`config.mk`:
```
export PLATFORM = sky130hd
export DESIGN_NAME = serial_row_loader
export DESIGN_NICKNAME = d
export VERILOG_FILES = /design/src/rtl/serial_row_loader.sv
export SDC_FILE = /design/constraint.sdc
export NUM_CORES = 1
export LEC_CHECK = 0
export BUFFER_PORTS_ARGS = -buffer_cell sky130_fd_sc_hd__buf_2
export CORE_MARGIN = 2
export CORE_UTILIZATION = 51
export CTS_CLUSTER_DIAMETER = 200
export DETAILED_ROUTE_END_ITERATION = 7
export PLACE_DENSITY = 0.75
export SYNTH_ARGS = -nofsm -noshare
export SYNTH_HDL_FRONTEND = slang
export SYNTH_SLANG_ARGS = --single-unit
```
`constraint.sdc`:
```
create_clock -name CLK -period 2.86 [get_ports CLK]
set_input_delay 0.143 -clock CLK [delete_from_list [all_inputs] [get_ports CLK]]
set_output_delay 0.143 -clock CLK [all_outputs]
set_load 0.01 [all_outputs]
```
`src/rtl/serial_row_loader.sv`:
```
// Deserializes the bit-serial training stream on S into full data-point rows
// and writes one row per address into the SGD dataset memory.
module serial_row_loader #(
  parameter int ADDR_WIDTH   = 12,
  parameter int MAX_FEATURES = 15,
  parameter int LENGTH       = 16,
  parameter int DATA_WIDTH   = LENGTH * (MAX_FEATURES + 1)
) (
  input  logic                  CLK,
  input  logic                  RST,
  input  logic                  start,
  input  logic                  S,
  input  logic [3:0]            feat,
  input  logic [ADDR_WIDTH-1:0] data_points,
  output logic                  wr_en,
  output logic [ADDR_WIDTH-1:0] wr_addr,
  output logic [DATA_WIDTH-1:0] wr_data,
  output logic                  busy,
  output logic                  done
);
  localparam int BW = $clog2(LENGTH);
  localparam int FW = $clog2(MAX_FEATURES + 1);

  typedef enum logic [1:0] {IDLE, LOAD, FLUSH, DONE} state_t;

  state_t                state_q, state_d;
  logic [FW-1:0]         f_q, f_d;
  logic [FW-1:0]         word_cnt_q, word_cnt_d;
  logic [ADDR_WIDTH-1:0] dp_q, dp_d;
  logic [ADDR_WIDTH-1:0] row_cnt_q, row_cnt_d;
  logic [ADDR_WIDTH-1:0] wr_addr_q, wr_addr_d;
  logic [BW-1:0]         bit_cnt_q, bit_cnt_d;
  logic [LENGTH-1:0]     sr_q, sr_d;
  logic [LENGTH-1:0]     word;
  logic [DATA_WIDTH-1:0] row_q, row_d;
  logic [DATA_WIDTH-1:0] wr_data_q, wr_data_d;
  logic [DATA_WIDTH-1:0] row_full;
  logic                  wr_en_q, wr_en_d;
  logic                  busy_q, busy_d;
  logic                  done_q, done_d;

  always_comb begin
    state_d    = state_q;
    f_d        = f_q;
    word_cnt_d = word_cnt_q;
    dp_d       = dp_q;
    row_cnt_d  = row_cnt_q;
    wr_addr_d  = wr_addr_q;
    bit_cnt_d  = bit_cnt_q;
    sr_d       = sr_q;
    row_d      = row_q;
    wr_data_d  = wr_data_q;
    wr_en_d    = 1'b0;
    busy_d     = busy_q;
    done_d     = done_q;
    word       = {S, sr_q[LENGTH-1:1]};
    row_full   = row_q;
    row_full[LENGTH-1:0] = word;

    unique case (state_q)
      IDLE, DONE: begin
        if (start) begin
          state_d    = LOAD;
          f_d        = FW'(feat);
          dp_d       = data_points;
          bit_cnt_d  = '0;
          word_cnt_d = FW'(feat);
          row_cnt_d  = '0;
          row_d      = '0;
          done_d     = 1'b0;
          busy_d     = 1'b1;
        end
      end
      LOAD: begin
        sr_d      = word;
        bit_cnt_d = bit_cnt_q + 1'b1;
        if (bit_cnt_q == BW'(LENGTH - 1)) begin
          bit_cnt_d = '0;
          if (word_cnt_q != '0) begin
            row_d[LENGTH*word_cnt_q +: LENGTH] = word;
            word_cnt_d = word_cnt_q - 1'b1;
          end else begin
            // Slot 0 closes the row: publish it and start the next row at once.
            wr_data_d  = row_full;
            wr_addr_d  = row_cnt_q;
            wr_en_d    = 1'b1;
            row_d      = '0;
            word_cnt_d = f_q;
            if (row_cnt_q == dp_q) begin
              state_d = FLUSH;
            end else begin
              row_cnt_d = row_cnt_q + 1'b1;
            end
          end
        end
      end
      FLUSH: begin
        state_d = DONE;
        busy_d  = 1'b0;
        done_d  = 1'b1;
      end
      default: state_d = IDLE;
    endcase
  end

  always_ff @(posedge CLK) begin
    if (RST) begin
      state_q    <= IDLE;
      f_q        <= '0;
      word_cnt_q <= '0;
      dp_q       <= '0;
      row_cnt_q  <= '0;
      wr_addr_q  <= '0;
      bit_cnt_q  <= '0;
      sr_q       <= '0;
      row_q      <= '0;
      wr_data_q  <= '0;
      wr_en_q    <= 1'b0;
      busy_q     <= 1'b0;
      done_q     <= 1'b0;
    end else begin
      state_q    <= state_d;
      f_q        <= f_d;
      word_cnt_q <= word_cnt_d;
      dp_q       <= dp_d;
      row_cnt_q  <= row_cnt_d;
      wr_addr_q  <= wr_addr_d;
      bit_cnt_q  <= bit_cnt_d;
      sr_q       <= sr_d;
      row_q      <= row_d;
      wr_data_q  <= wr_data_d;
      wr_en_q    <= wr_en_d;
      busy_q     <= busy_d;
      done_q     <= done_d;
    end
  end

  assign wr_en   = wr_en_q;
  assign wr_addr = wr_addr_q;
  assign wr_data = wr_data_q;
  assign busy    = busy_q;
  assign done    = done_q;

endmodule

```
==> metrics.csv, run 1 <==
metric,value,unit
P_leak,9.31,nW
share of layout cells above drive strength 1,0.190,
Slew headroom,0.261,
clk_lat worst skew,620,ps
first drt pass iteration count,6,
Layout Nets,2509,
period utilisation layout,0.972,
Seq cells post-synth,564,
global route total overflow,0,
# IOs,291,
Fillers,3340,
post-synth top area cell,dfxtp_1,
P per Cell Area,768,nW/um^2
"Slew Viols, Final",0,
ys flop type,dfxtp_1,
Synth Instances,2243,
post-route minimum period,2780,ps
largest cells by area after synthesis,"dfxtp_1 (56%), nand2_1 (11%), a21oi_1 (7.8%)",
# setup viols final,0,
Syn. warnings,0,
post-place setup slack,159,ps
largest net degree at the start of global routing,127,
crit start category,register,
Yosys top cell area share,0.560,
WL/cell,19.6,um
DRT iter0 DRCs,1292,
area of the core,38800,um^2
DR DRC count,0,
final instance area,24100,um^2
Max stage delay on crit path,440,ps
synthesis-to-layout area growth,19.5,%
post-DP HPWL,37500,um
synthesized area,20100,um^2
TritonCTS clock tree,yes,
"Reg clk slew, reported paths",60,ps
root buffer cell,clkbuf_16,
final wirelength,59600,um
"critical path, cell by cell",inv_1 -> ha_1 -> or3b_4 -> buf_4 -> nor2_2 -> nand2_4 -> buf_12 -> nand2_1 -> a21oi_1,
"IR drop worst, VDD",0.450,mV
Clock Path Buffers,3,
final-report hold violation count,0,
"count leader, synth",nand2_1,
Synth async-reset ratio,0,
GRT Util Overall,0.280,
die area,41100,um^2
Routed Antenna Nets,0,
"Cell Area, Placed",22100,um^2
via count,17400,
port bufs,290,
"EDFF count, synth",0,
num rows,72,
DR vias/cell,5.74,
gpl congestion,0.906,
Tightest Hold Check Type,in2reg,
post-synthesis cell type count,58,
Worst EP required,3320,ps
H-tree Lvls,2,
f_max,360,MHz
Num CTS Buffers,54,
Worst EP arrival,3240,ps
crit path max fanout,117,
post-synthesis sequential area ratio,0.560,
synth cell count leaders,"nand2_1 (616), dfxtp_1 (564), a21oi_1 (313)",
skew final,30.3,ps
Die W,203,um
initial antenna violation count,0,
highest-delay cell along the critical path,or3b_4,
syn avg cell area,8.98,um^2
status,"finished, final reports clean",
vias in the first global route,16400,
diode count,0,
global-route wire length before repair,91100,um
TritonCTS Sinks,564,
CP Capture Type,register,
max-cap violation count,0,
Die Span Y,203,um
Final WS setup,81.3,ps
initial core utilization,0.519,
syn_nets,2273,
Post-CTS Repair Setup Buffers,0,
Worst Max-Slew Pin Slew,1110,ps
"Worst Path Class, Setup",reg2reg,
flip-flops by register name (all words and copies together), names as in the netlist:
name	count
word_cnt_q	4
wr_data	256
state_q	2
bit_cnt_q	4
dp_q	12
row_cnt_q	12
wr_addr	12
busy	1
done	1
f_q	4
sr_q	15
row_q	240
wr_en	1
through the flow:
step           TNS [ps]  hold slack [ps]   util  total power, mW  std cells
2_1_floorplan         0              279      -             10.3       2243
3_3_place_gp          0              388  0.569             11.3       2924
3_5_place_dp          0              400  0.569             11.3       2924
4_1_cts               0             52.5  0.619             18.5       3038
5_1_grt           -3.56             66.1  0.620             19.2       3039
6_report              0             77.7  0.620             18.5       3039
cells in the final DEF (no fill, tap or decap), drive strengths merged, types with 4 or more instances in the layout:
master and instances:
a21oi 315, nor4 7, nand2 617, nand3b 26, clkbuf 76, bufinv 5, o211ai 5, mux2i 26
buf 363, and3 8, nor3 16, nand4 13, and2 4, nand3 9, o21ai 39, nor2 80
or4 7, dfxtp 564, nor2b 6, dlygate4sd3 16, xor2 13, a22o 62, clkinv 14, a211oi 4
inv 13, o31ai 13, nand2b 16, or3 5, a32o 109, a22oi 33, ha 10
final timing paths:
path	to	slack, ps	depth (start not counted)	startpoint
setup / recovery	wr_data[165]	80	9	word_cnt_q[0]
hold reg to reg	wr_data[109]	450	2	row_q[109]
setup reg to reg	wr_data[165]	80	9	word_cnt_q[0]
hold / removal	wr_data[218]	80	2	RST
logic make-up after synthesis:
logic type      Yosys count  synth area share
mux                      27            0.0135
simple gates            824             0.175
compound gates          593             0.196
flops                   564             0.560
xor+xnor                 14           0.00609
buf+inv                 211            0.0429
fa+ha+maj                10           0.00621
where the power goes:
| part | switching, mW | leakage (nW) | total, mW | internal [mW] |
|---|---|---|---|---|
| sequential | 0.113 | 4.54 | 8.08 | 7.96 |
| clock | 3.02 | 0.889 | 7.22 | 4.19 |
| combinational | 2.29 | 3.88 | 3.19 | 0.902 |
worst max-delay path: cells and delay by family (launching register included):
kind | cells | cell delay [ps]
adder cells (fa/ha/maj) | 1 | 220
flip-flops | 1 | 310
AND/OR/NAND/NOR | 4 | 1230
AO/OA/AOI/OAI | 1 | 90
buffers and inverters | 3 | 590
what timing repair did:
item	CTS	global route
endpoints found under the setup margin	0	104
gates resized for setup	0	4
hold buffers	16	0
hold endpoints to repair	18	0
per-layer routing:
layer  wire [um]  GRT usage
met2       27400      0.449
met5           0          0
met3        4670     0.0652
met1       25700      0.373
met4        1820     0.0933
area by class of cell:
type	instances	area, um^2	area share
multi-input cells	1469	8050	0.334
clock inverters	22	260	0.0108
inverters	11	41.3	0.00172
well taps	518	648	0.0269
flip-flops and latches	564	11300	0.469
repair buffers	379	2240	0.0933
clock buffers	76	1530	0.0637
(Power assumes the default switching activity.)
==> inputs of run 2 (changes only) <==
--- a/config.mk
+++ b/config.mk
@@ -7,4 +7,5 @@
 export LEC_CHECK = 0
 export BUFFER_PORTS_ARGS = -buffer_cell sky130_fd_sc_hd__buf_2
+export CORE_ASPECT_RATIO = 1.75
 export CORE_MARGIN = 2
 export CORE_UTILIZATION = 51
==> constraint.sdc (replaced) <==
create_clock -name CLK -period 2.86 [get_ports CLK]
set_input_delay 0.286 -clock CLK [delete_from_list [all_inputs] [get_ports CLK]]
set_output_delay 0.286 -clock CLK [all_outputs]
set_load 0.01 [all_outputs]
==> run 2 against run 1 <==
Clock-buffer cell count down 12. Non-clock buffer count shrank 9. Die area increased by 0.15%. Fmax up 1.6%. Highest routed layer is now met5. Power is 4.6% lower. Utilization down 1.1 points. Sequential share of layout area grew 0.60 points. Sequential power about the same. Combinational power down 3%. Global-route usage shrank 0.63 points. Wire length fell by 1.9%.
==> metrics.csv, run 2 (synthesis results as in run 1) <==
metric,value,unit,change
Switch Pwr,5.15,mW,was 5.43 mW
Layout Nets,2492,,was 2509
global route total overflow,0,,unchanged
gpl congestion,0.878,,was 0.906
period utilisation layout,0.957,,was 0.972
"Slew Viols, Final",0,,unchanged
Buf/Inv on CP,1,,was 3
P per Cell Area,742,nW/um^2,was 768 nW/um^2
P_leak,9.14,nW,was 9.31 nW
Slew headroom,0.154,,was 0.261
first drt pass iteration count,5,,was 6
final-report hold violation count,0,,unchanged
port bufs,290,,unchanged
flop2flop setup slack,120,ps,was 80 ps
Die Span Y,267,um,was 203 um
"Worst Path Class, Setup",reg2reg,,unchanged
# IOs,291,,unchanged
Hold EP,word_cnt_q[3],,was wr_data[218]
Worst Max-Slew Pin Slew,1270,ps,was 1110 ps
crit path max fanout,11,,was 117
synthesis-to-layout area growth,18.0,%,was 19.5%
Die W,154,um,was 203 um
Comb pwr share,0.175,,was 0.173
DRT iter0 DRCs,1554,,was 1292
clk_lat worst skew,560,ps,was 620 ps
root buffer cell,clkbuf_16,,unchanged
final wirelength,58500,um,was 59600 um
share of layout cells above drive strength 1,0.182,,was 0.190
WL/cell,19.6,um,about the same
Worst EP arrival,3230,ps,was 3240 ps
via count,17300,,was 17400
R2R cell count,6,,was 9
final instance area,23800,um^2,was 24100 um^2
Clock Path Buffers,3,,unchanged
die area,41200,um^2,was 41100 um^2
Worst EP required,3360,ps,was 3320 ps
Max stage delay on crit path,1030,ps,was 440 ps
global-route wire length before repair,89900,um,was 91100 um
status,"finished, final reports clean",,unchanged
CP Capture Type,register,,unchanged
# setup viols final,0,,unchanged
TritonCTS clock tree,yes,,unchanged
Final WS setup,124,ps,was 81.3 ps
"IR drop worst, VDD",0.662,mV,was 0.450 mV
highest-delay cell along the critical path,nor4b_2,,was or3b_4
crit start category,register,,unchanged
H-tree Lvls,2,,unchanged
f_max,366,MHz,was 360 MHz
area of the core,39000,um^2,was 38800 um^2
post-DP HPWL,38100,um,was 37500 um
Routed Antenna Nets,0,,unchanged
initial core utilization,0.516,,was 0.519
vias in the first global route,16100,,was 16400
most frequent cells in the layout,"nand2_1 (615), dfxtp_1 (564), a21oi_1 (312)",,"was nand2_1 (615), dfxtp_1 (563), a21oi_1 (313)"
Num CTS Buffers,47,,was 54
switching share of power,0.292,,was 0.294
DR DRC count,0,,unchanged
DR vias/cell,5.80,,was 5.74
TritonCTS Sinks,564,,unchanged
P_int,12.5,mW,was 13.1 mW
Tightest Hold Check Type,in2reg,,unchanged
num rows,96,,was 72
post-route minimum period,2740,ps,was 2780 ps
"Reg clk slew, reported paths",70,ps,was 60 ps
r2r endpoint,row_q[35],,was wr_data[165]
skew final,10.7,ps,was 30.3 ps
"critical path, cell by cell",buf_4 -> nor3_1 -> ha_1 -> nand2_1 -> nor4b_2 -> a32o_1,,was inv_1 -> ha_1 -> or3b_4 -> buf_4 -> nor2_2 -> nand2_4 -> buf_12 -> nand2_1 -> a21oi_1
max reg flops,256,,unchanged
"delay-heaviest family, CP",simple AND/OR/NAND/NOR gates,,unchanged
Final TNS setup,0,ps,unchanged
max-cap violation count,0,,unchanged
diode count,0,,unchanged
sequential power share,0.457,,was 0.437
GRT Util Overall,0.274,,was 0.280
min-delay src,RST,,unchanged
RSZ-0062 raised after global routing,no,,
Clock power frac,0.368,,was 0.390
Overall Power,17.6,mW,was 18.5 mW
r2r startpoint,word_cnt_q[0],,unchanged
initial antenna violation count,1,,was 0
Hold Path Stages,2,,unchanged
"commonest non-fill, non-tap cell in the layout",nand2_1,,unchanged
largest net degree at the start of global routing,190,,was 127
"Cell Area, Placed",22000,um^2,was 22100 um^2
post-place setup slack,-29.9,ps,was 159 ps
==> run 2: cell types whose count changed in the layout (fill, tap and decap cells not counted), sizes merged <==
cell,change
nand2,-1
buf,-9
inv,-2
bufinv,-1
clkinv,-4
clkinvlp,+3
clkbuf,-12
==> run 2: worst max-delay path by stage <==
stage | startpoint | endpoint | slack (ps) | cells past startpoint
2_1_floorplan | word_cnt_q[0] | row_q[69] | 160 | 10
3_3_place_gp | word_cnt_q[0] | row_q[22] | 200 | 8
3_5_place_dp | word_cnt_q[0] | row_q[25] | -30 | 8
4_1_cts | word_cnt_q[0] | row_q[181] | 120 | 7
5_1_grt | state_q[0] | row_q[111] | 1 | 8
6_report | word_cnt_q[0] | row_q[35] | 120 | 6
==> run 2: worst register-to-register path, stage by stage (launching register included) <==
cell and delay, ps:
dfxtp_1 310, buf_4 170, nor3_1 250, ha_1 340
nand2_1 280, nor4b_2 1030, a32o_1 290
==> run 2: through the flow <==
stage / hold slack (ps) / std cells / util
after floorplan: 422 / 2243 / -
after global placement: 437 / 2887 / 0.565
after detailed placement: 442 / 2887 / 0.565
after CTS: 120 / 2985 / 0.608
after global routing: 153 / 2985 / 0.609
final: 119 / 2985 / 0.609
==> run 2: what timing repair did <==
action,4_1_cts,5_1_grt
endpoints found under the setup margin,1,48
pin swaps,0,0
gates resized for setup,1,3
buffers inserted,0,0
hold buffers,16,0
hold endpoints to repair,16,0
gates cloned,0,0
==> run 2: power groups by stage <==
stage | logic [mW] | clock network (mW) | registers (mW)
2_1_floorplan | 2.09 | 0 | 8.22
3_3_place_gp | 2.91 | 0 | 8.24
3_5_place_dp | 2.98 | 0 | 8.24
4_1_cts | 3.01 | 6.57 | 8.06
5_1_grt | 3.34 | 6.87 | 8.07
6_report | 3.08 | 6.48 | 8.06
==> run 2: final cells by class <==
type / count / area [um^2]
fill: 3350 / 15300
inverter: 11 / 41.3
clock buffer: 64 / 1340
sequential: 564 / 11300
timing repair buffer: 370 / 2210
tap: 490 / 613
multi-input combinational: 1468 / 8060
clock inverter: 18 / 200
==> run 2: layer usage <==
metal / global-route usage / vias to the layer above / share of wire
met5: 0 / - / 0.00022
met4: 0.130 / 2 / 0.047
met3: 0.0396 / 154 / 0.061
met2: 0.484 / 639 / 0.51
met1: 0.326 / 8334 / 0.39
li1: - / 8177 / -
